### src/rtl/seg_display_pkg.sv
`default_nettype none
// ============================================================================
// Module      : seg_display_pkg
// Description : Shared types and constants for the seg_display block.
//               - state_t    : display FSM state encoding
//               - c_hex_seg  : 16-entry hex-digit to segment table (g..a)
//               - c_blank    : all-segments-off pattern
// Ports       : none (package)
// Revision    : 1.0 - initial release
// ============================================================================
package seg_display_pkg;

  typedef enum logic [1:0] {
    ST_IDLE  = 2'd0,
    ST_SHOW  = 2'd1,
    ST_BLANK = 2'd2
  } state_t;

  // Bit 6 = g ... bit 0 = a, 1 = lit. Entry 15 is listed first (MSB end).
  localparam logic [15:0][6:0] c_hex_seg = {
    7'h71,  // F
    7'h79,  // E
    7'h5E,  // d
    7'h39,  // C
    7'h7C,  // b
    7'h77,  // A
    7'h6F,  // 9
    7'h7F,  // 8
    7'h07,  // 7
    7'h7D,  // 6
    7'h6D,  // 5
    7'h66,  // 4
    7'h4F,  // 3
    7'h5B,  // 2
    7'h06,  // 1
    7'h3F   // 0
  };

  localparam logic [6:0] c_blank = 7'h00;

endpackage : seg_display_pkg
`default_nettype wire

### src/rtl/seg_display_if.sv
`default_nettype none
// ============================================================================
// Module      : seg_display_if
// Description : Bus bundle between a controller (master) and seg_display
//               (slave).
// Signals     : load     - capture request (level)
//               value    - 4-bit value to display
//               blink_en - enable blinking on 0 / 15
//               ack      - one-cycle capture confirmation
//               shown    - currently captured value
//               SEG      - {dp, g..a} segment drive, 1 = lit
// Revision    : 1.0 - initial release
// ============================================================================
interface seg_display_if;

  logic       load;
  logic [3:0] value;
  logic       blink_en;
  logic       ack;
  logic [3:0] shown;
  logic [7:0] SEG;

  modport master (
    output load, value, blink_en,
    input  ack, shown, SEG
  );

  modport slave (
    input  load, value, blink_en,
    output ack, shown, SEG
  );

endinterface : seg_display_if
`default_nettype wire

### src/rtl/seg_display_hex_to_seg.sv
`default_nettype none
// ============================================================================
// Module      : hex_to_seg
// Description : Combinational hex digit to 7-segment (g..a) lookup.
// Ports       : i_hex [3:0] - hex digit
//               o_seg [6:0] - segment pattern, bit 6 = g ... bit 0 = a
// Revision    : 1.0 - initial release
// ============================================================================
module hex_to_seg
  import seg_display_pkg::*;
(
  input  wire logic [3:0] i_hex,
  output logic      [6:0] o_seg
);

  assign o_seg = c_hex_seg[i_hex];

endmodule : hex_to_seg
`default_nettype wire

### src/rtl/seg_display.sv
`default_nettype none
// ============================================================================
// Module      : seg_display
// Description : Captures a 4-bit value on request and drives a 7-segment
//               display with it; 0 and 15 may blink. Optional heartbeat on
//               the decimal point, enabled by defining SEG_HEARTBEAT_EN.
// Parameters  : BLINK_CYCLES - cycles per blink half-period (2..255)
//               HB_CYCLES    - cycles per heartbeat half-period (2..255)
// Ports       : clk_2   - clock, all state changes on its rising edge
//               reset_n - synchronous active-low reset
//               bus     - seg_display_if slave modport
// Revision    : 1.0 - initial release
// ============================================================================
module seg_display
  import seg_display_pkg::*;
#(
  parameter int BLINK_CYCLES = 4,
  parameter int HB_CYCLES    = 8
)(
  input  wire logic       clk_2,
  input  wire logic       reset_n,
  seg_display_if.slave    bus
);

  // Out-of-range parameters would break the 8-bit counters' terminal compare.
  if (BLINK_CYCLES < 2 || BLINK_CYCLES > 255 ||
      HB_CYCLES < 2 || HB_CYCLES > 255) begin : g_param_check
    $error("seg_display: BLINK_CYCLES/HB_CYCLES must be in 2..255");
  end

  localparam logic [7:0] c_blink_last = 8'(BLINK_CYCLES - 1);

  state_t     r_state;
  state_t     w_state_nxt;
  logic [3:0] r_shown;
  logic [3:0] w_shown_nxt;
  logic [7:0] r_blink_cnt;
  logic [7:0] w_blink_nxt;
  logic       r_ack;
  logic       w_ack_nxt;
  logic [6:0] r_seg;
  logic [6:0] w_seg_nxt;
  logic [6:0] w_hex;
  logic       w_blink_cond;
  logic       w_dp;

  assign w_blink_cond = bus.blink_en && ((r_shown == 4'h0) || (r_shown == 4'hF));

  // Next-state / next-output logic. Load wins over any blink activity.
  always_comb begin
    w_state_nxt = r_state;
    w_shown_nxt = r_shown;
    w_blink_nxt = 8'd0;
    w_ack_nxt   = 1'b0;
    if (bus.load) begin
      w_state_nxt = ST_SHOW;
      w_shown_nxt = bus.value;
      w_ack_nxt   = 1'b1;
    end else begin
      case (r_state)
        ST_IDLE: w_state_nxt = ST_IDLE;
        ST_SHOW, ST_BLANK: begin
          if (w_blink_cond) begin
            if (r_blink_cnt == c_blink_last) begin
              w_state_nxt = (r_state == ST_SHOW) ? ST_BLANK : ST_SHOW;
            end else begin
              w_blink_nxt = r_blink_cnt + 8'd1;
            end
          end else begin
            // Blink condition gone: always fall back to a lit display.
            w_state_nxt = ST_SHOW;
          end
        end
        default: w_state_nxt = ST_IDLE;
      endcase
    end
  end

  // Segment register is loaded from next-state values so the pattern is
  // visible in the same cycle as the ack for a capture.
  hex_to_seg u_hex_to_seg (
    .i_hex (w_shown_nxt),
    .o_seg (w_hex)
  );

  assign w_seg_nxt = (w_state_nxt == ST_SHOW) ? w_hex : c_blank;

  always_ff @(posedge clk_2) begin
    if (!reset_n) begin
      r_state     <= ST_IDLE;
      r_shown     <= 4'h0;
      r_blink_cnt <= 8'd0;
      r_ack       <= 1'b0;
      r_seg       <= c_blank;
    end else begin
      r_state     <= w_state_nxt;
      r_shown     <= w_shown_nxt;
      r_blink_cnt <= w_blink_nxt;
      r_ack       <= w_ack_nxt;
      r_seg       <= w_seg_nxt;
    end
  end

`ifdef SEG_HEARTBEAT_EN
  localparam logic [7:0] c_hb_last = 8'(HB_CYCLES - 1);

  logic [7:0] r_hb_cnt;
  logic       r_hb;

  always_ff @(posedge clk_2) begin
    if (!reset_n) begin
      r_hb_cnt <= 8'd0;
      r_hb     <= 1'b0;
    end else if (r_state == ST_IDLE) begin
      r_hb_cnt <= 8'd0;
      r_hb     <= 1'b0;
    end else if (r_hb_cnt == c_hb_last) begin
      r_hb_cnt <= 8'd0;
      r_hb     <= ~r_hb;
    end else begin
      r_hb_cnt <= r_hb_cnt + 8'd1;
    end
  end

  assign w_dp = r_hb;
`else
  assign w_dp = 1'b0;
`endif

  assign bus.ack   = r_ack;
  assign bus.shown = r_shown;
  assign bus.SEG   = {w_dp, r_seg};

endmodule : seg_display
`default_nettype wire

### src/flat_wrapper.sv
// flat-port wrapper written by rule: the top's interface ports become plain ports
module seg_display_flat import seg_display_pkg::*;
#(
  parameter int BLINK_CYCLES = 4,
  parameter int HB_CYCLES    = 8
)
  (clk_2, reset_n, bus_load, bus_value, bus_blink_en, bus_ack, bus_shown, bus_SEG);
  seg_display_if bus_i ();
  input  wire logic clk_2;
  input  wire logic reset_n;
  input wire logic [$bits(bus_i.load)-1:0] bus_load;
  input wire logic [$bits(bus_i.value)-1:0] bus_value;
  input wire logic [$bits(bus_i.blink_en)-1:0] bus_blink_en;
  output wire logic [$bits(bus_i.ack)-1:0] bus_ack;
  output wire logic [$bits(bus_i.shown)-1:0] bus_shown;
  output wire logic [$bits(bus_i.SEG)-1:0] bus_SEG;
  assign bus_i.load = bus_load;
  assign bus_i.value = bus_value;
  assign bus_i.blink_en = bus_blink_en;
  assign bus_ack = bus_i.ack;
  assign bus_shown = bus_i.shown;
  assign bus_SEG = bus_i.SEG;
  seg_display #(.BLINK_CYCLES(BLINK_CYCLES), .HB_CYCLES(HB_CYCLES)) u_core (.clk_2(clk_2), .reset_n(reset_n), .bus(bus_i));
endmodule
### config.mk
export PLATFORM = sky130hd
export DESIGN_NAME = seg_display_flat
export DESIGN_NICKNAME = d
export VERILOG_FILES = /design/src/rtl/seg_display_pkg.sv /design/src/rtl/seg_display_if.sv /design/src/rtl/seg_display_hex_to_seg.sv /design/src/rtl/seg_display.sv /design/src/flat_wrapper.sv
export SDC_FILE = /design/constraint.sdc
export NUM_CORES = 1
export LEC_CHECK = 0
export CORE_MARGIN = 8
export CORE_UTILIZATION = 51
export DETAILED_ROUTE_END_ITERATION = 7
export PLACE_DENSITY_LB_ADDON = 0.08
export SKIP_CTS_REPAIR_TIMING = 1
export SLEW_MARGIN = 15
export SYNTH_ARGS = -nofsm -noshare
export SYNTH_HDL_FRONTEND = slang
export SYNTH_HIERARCHICAL = 1
export SYNTH_SLANG_ARGS = --single-unit
### constraint.sdc
create_clock -name clk_2 -period 2.9 [get_ports clk_2]
set_clock_uncertainty 0.05 [all_clocks]
set_input_delay 0.58 -clock clk_2 [delete_from_list [all_inputs] [get_ports clk_2]]
set_output_delay 0.58 -clock clk_2 [all_outputs]
set_load 0.1 [all_outputs]
==> flow_summary.json <==
{
  "status": "complete, no violations",
  "fp.dieArea_um2": 4120,
  "place_congestion": 0.847,
  "coreArea_um2": 2210,
  "die_h_um": 64.2,
  "dp_slack_ps": 139,
  "track_usage_pct": 12.0,
  "via_count": 877,
  "final_cells": 170,
  "final_common_cell": "dfxtp_1",
  "whs_path_depth": 1,
  "route.detailed.drc": 0,
  "synth_enable_flop_cells": 0,
  "grt_max_degree": 16,
  "rsz0062_at_grt": "false",
  "hp-class": "reg2reg",
  "slowest_stage": "clkdlybuf4s50_1",
  "initial_core_util_pct": 53.5,
  "grt_pass1_vias": 878,
  "rows": 17,
  "p_leak_nw": 0.584,
  "max_freq_ghz": 0.411,
  "fillers": 203,
  "path_class": "in2reg",
  "fin_tns_setup_ps": 0,
  "slowest_delay_ps": 520,
  "wl_um": 2320,
  "mappedNetlistNets": 139,
  "syn_avg_cell_area_um2": 9.69,
  "viasPerCell": 5.16,
  "firstDrtPassIters": 3,
  "netlist_instances": 122,
  "drv_cap": 0,
  "path_cells": "clkdlybuf4s50_1 -> mux2_2 -> inv_1 -> ha_1 -> inv_1 -> mux4_1 -> nor3b_1",
  "clockBufferDepth": 2,
  "synth_ff_type": "dfxtp_1",
  "drive_above_1_share_pct": 19.7,
  "antenna_found_initial": 0,
  "final_cell_mix": "dfxtp_1 (22), buf_4 (14), inv_1 (11)",
  "clk_latency_ps": 310,
  "period_needed_ps": 2430,
  "drt_iter0_drc": 19,
  "tightest_slew_ps": 627,
  "ys_warn_count": 6,
  "ff2ff_path_depth": 4,
  "portBuffers": 19,
  "critPathArrivalTime_ps": 2570,
  "end_kind": "flip-flop",
  "hold_viol": 0,
  "cts.clk_slew.worst_paths_ps": 120,
  "drv_slew": 0,
  "synth.distinct_cells": 42,
  "dp_hpwl_um": 1800,
  "fin_util_pct": 62.8,
  "ir_drop_mv": 0.528,
  "nets": 160,
  "cts_sinks": 22,
  "die_x_um": 64.2,
  "cts_tree": "built",
  "antenna_cells": 0,
  "ant_nets": 0,
  "placed_area_um2": 1350,
  "wire_per_inst_um": 13.6,
  "period_share_pct": 83.9,
  "final-setup-viol-count": 0,
  "worstPathMaxFanout": 6,
  "powerDensity_nw_per_um2": 566,
  "gr-total-overflow": 0,
  "io_pins": 21,
  "maxSlewHeadroom_pct": 58.2,
  "fin_area_um2": 1390,
  "fin_ws_ps": 468,
  "grt_pass1_wl_um": 3950,
  "cts_root_buffer": "clkbuf_4",
  "cp_common_cell": "inv_1",
  "cts_buffers": 3,
  "cts-htree-levels": 1,
  "synth.ff_latch_count": 22,
  "syn-cell-area_um2": 1180,
  "ys_seq_area_share_pct": 37.2,
  "async_flop_share_pct": 0,
  "start_kind": "input pin",
  "placedCellCount": 166,
  "syn2layout_area_growth_pct": 17.6,
  "required_ps": 3040
}
-- Yosys cell counts, types with 2 or more instances --
master   count  area share (%)
xor2_1       5             3.7
nand3_1      5             2.1
nor2_1       9             2.9
dfxtp_1     22              37
and2_1       6             3.2
buf_6        2             1.9
nand2_1      2            0.64
inv_1       11             3.5
nor3b_1      7             4.4
and3_1       2             1.1
nor3_1       2            0.85
mux2_2       7             6.7
ha_1         9             9.5
mux2i_1      2             1.7
a21oi_1      4             1.7
-- worst paths after layout --
| kind | endpoint | start | slack, ps |
|---|---|---|---|
| worst max-delay path | u_core/r_seg[3]$_SDFF_PN0_ | bus_load | 470 |
| worst min register to register | u_core/r_blink_cnt[0]$_SDFF_PP0_ | u_core/r_blink_cnt[0]$_SDFF_PP0_ | 450 |
| worst min-delay path | u_core/r_blink_cnt[0]$_SDFF_PP0_ | u_core/r_blink_cnt[0]$_SDFF_PP0_ | 450 |
| worst max register to register | u_core/r_seg[0]$_SDFF_PN0_ | u_core/bus.shown[0]$_SDFF_PN0_ | 730 |
-- area by class of cell --
class	count	area [um^2]	share of cell area, %
Sequential cell	22	440	31.7
Timing Repair Buffer	21	175	12.6
Clock buffer	4	36.3	2.61
Inverter	11	41.3	2.97
Tap cell	28	35.0	2.52
Multi-Input combinational cell	84	662	47.6
-- flip-flops by register name, summed over array words and instances, names as in the netlist --
signal / cells
u_core/r_blink_cnt: 8
u_core/r_seg: 7
u_core/bus.shown: 4
u_core/r_state: 2
u_core/bus.ack: 1
-- routing by layer --
| metal | part of all wire (%) | GRT usage, % | vias up |
|---|---|---|---|
| li1 | - | - | 460 |
| met1 | 48 | 14.1 | 395 |
| met2 | 45 | 18.8 | 18 |
| met3 | 5.7 | 5.23 | 4 |
| met4 | 1.2 | 4.63 | 0 |
| met5 | 0 | 0 | - |
-- per-stage QoR --
step | hold slack (ps) | total power [mW]
global placement | 412 | 0.625
global route | 474 | 0.820
CTS | 450 | 0.791
detailed placement | 425 | 0.628
floorplan | 388 | 0.567
finish | 446 | 0.786
-- report_power, final --
part / leakage (nW) / internal [mW] / switching (mW)
combinational: 0.382 / 0.0826 / 0.204
clock: 0.0210 / 0.0767 / 0.0905
sequential: 0.181 / 0.324 / 0.00897
total: 0.584 / 0.483 / 0.303
-- logic make-up after synthesis --
family / synth area share [%]
xor gates and xnor gates: 4.44
muxes: 10.6
and+or+nand+nor: 22.2
DFF: 37.2
AOI/OAI and AO/OA: 8.89
adders and majority gates: 9.52
other: 0.317
buffers and inverters: 6.77
-- critical path: cells and delay by family --
kind,cells,cell delay (ps)
multiplexers,2,870
AND/OR/NAND/NOR,1,140
adder cells (fa/ha/maj),1,250
buffers and inverters,3,720
Note: power is estimated with default switching activity, not from simulation.
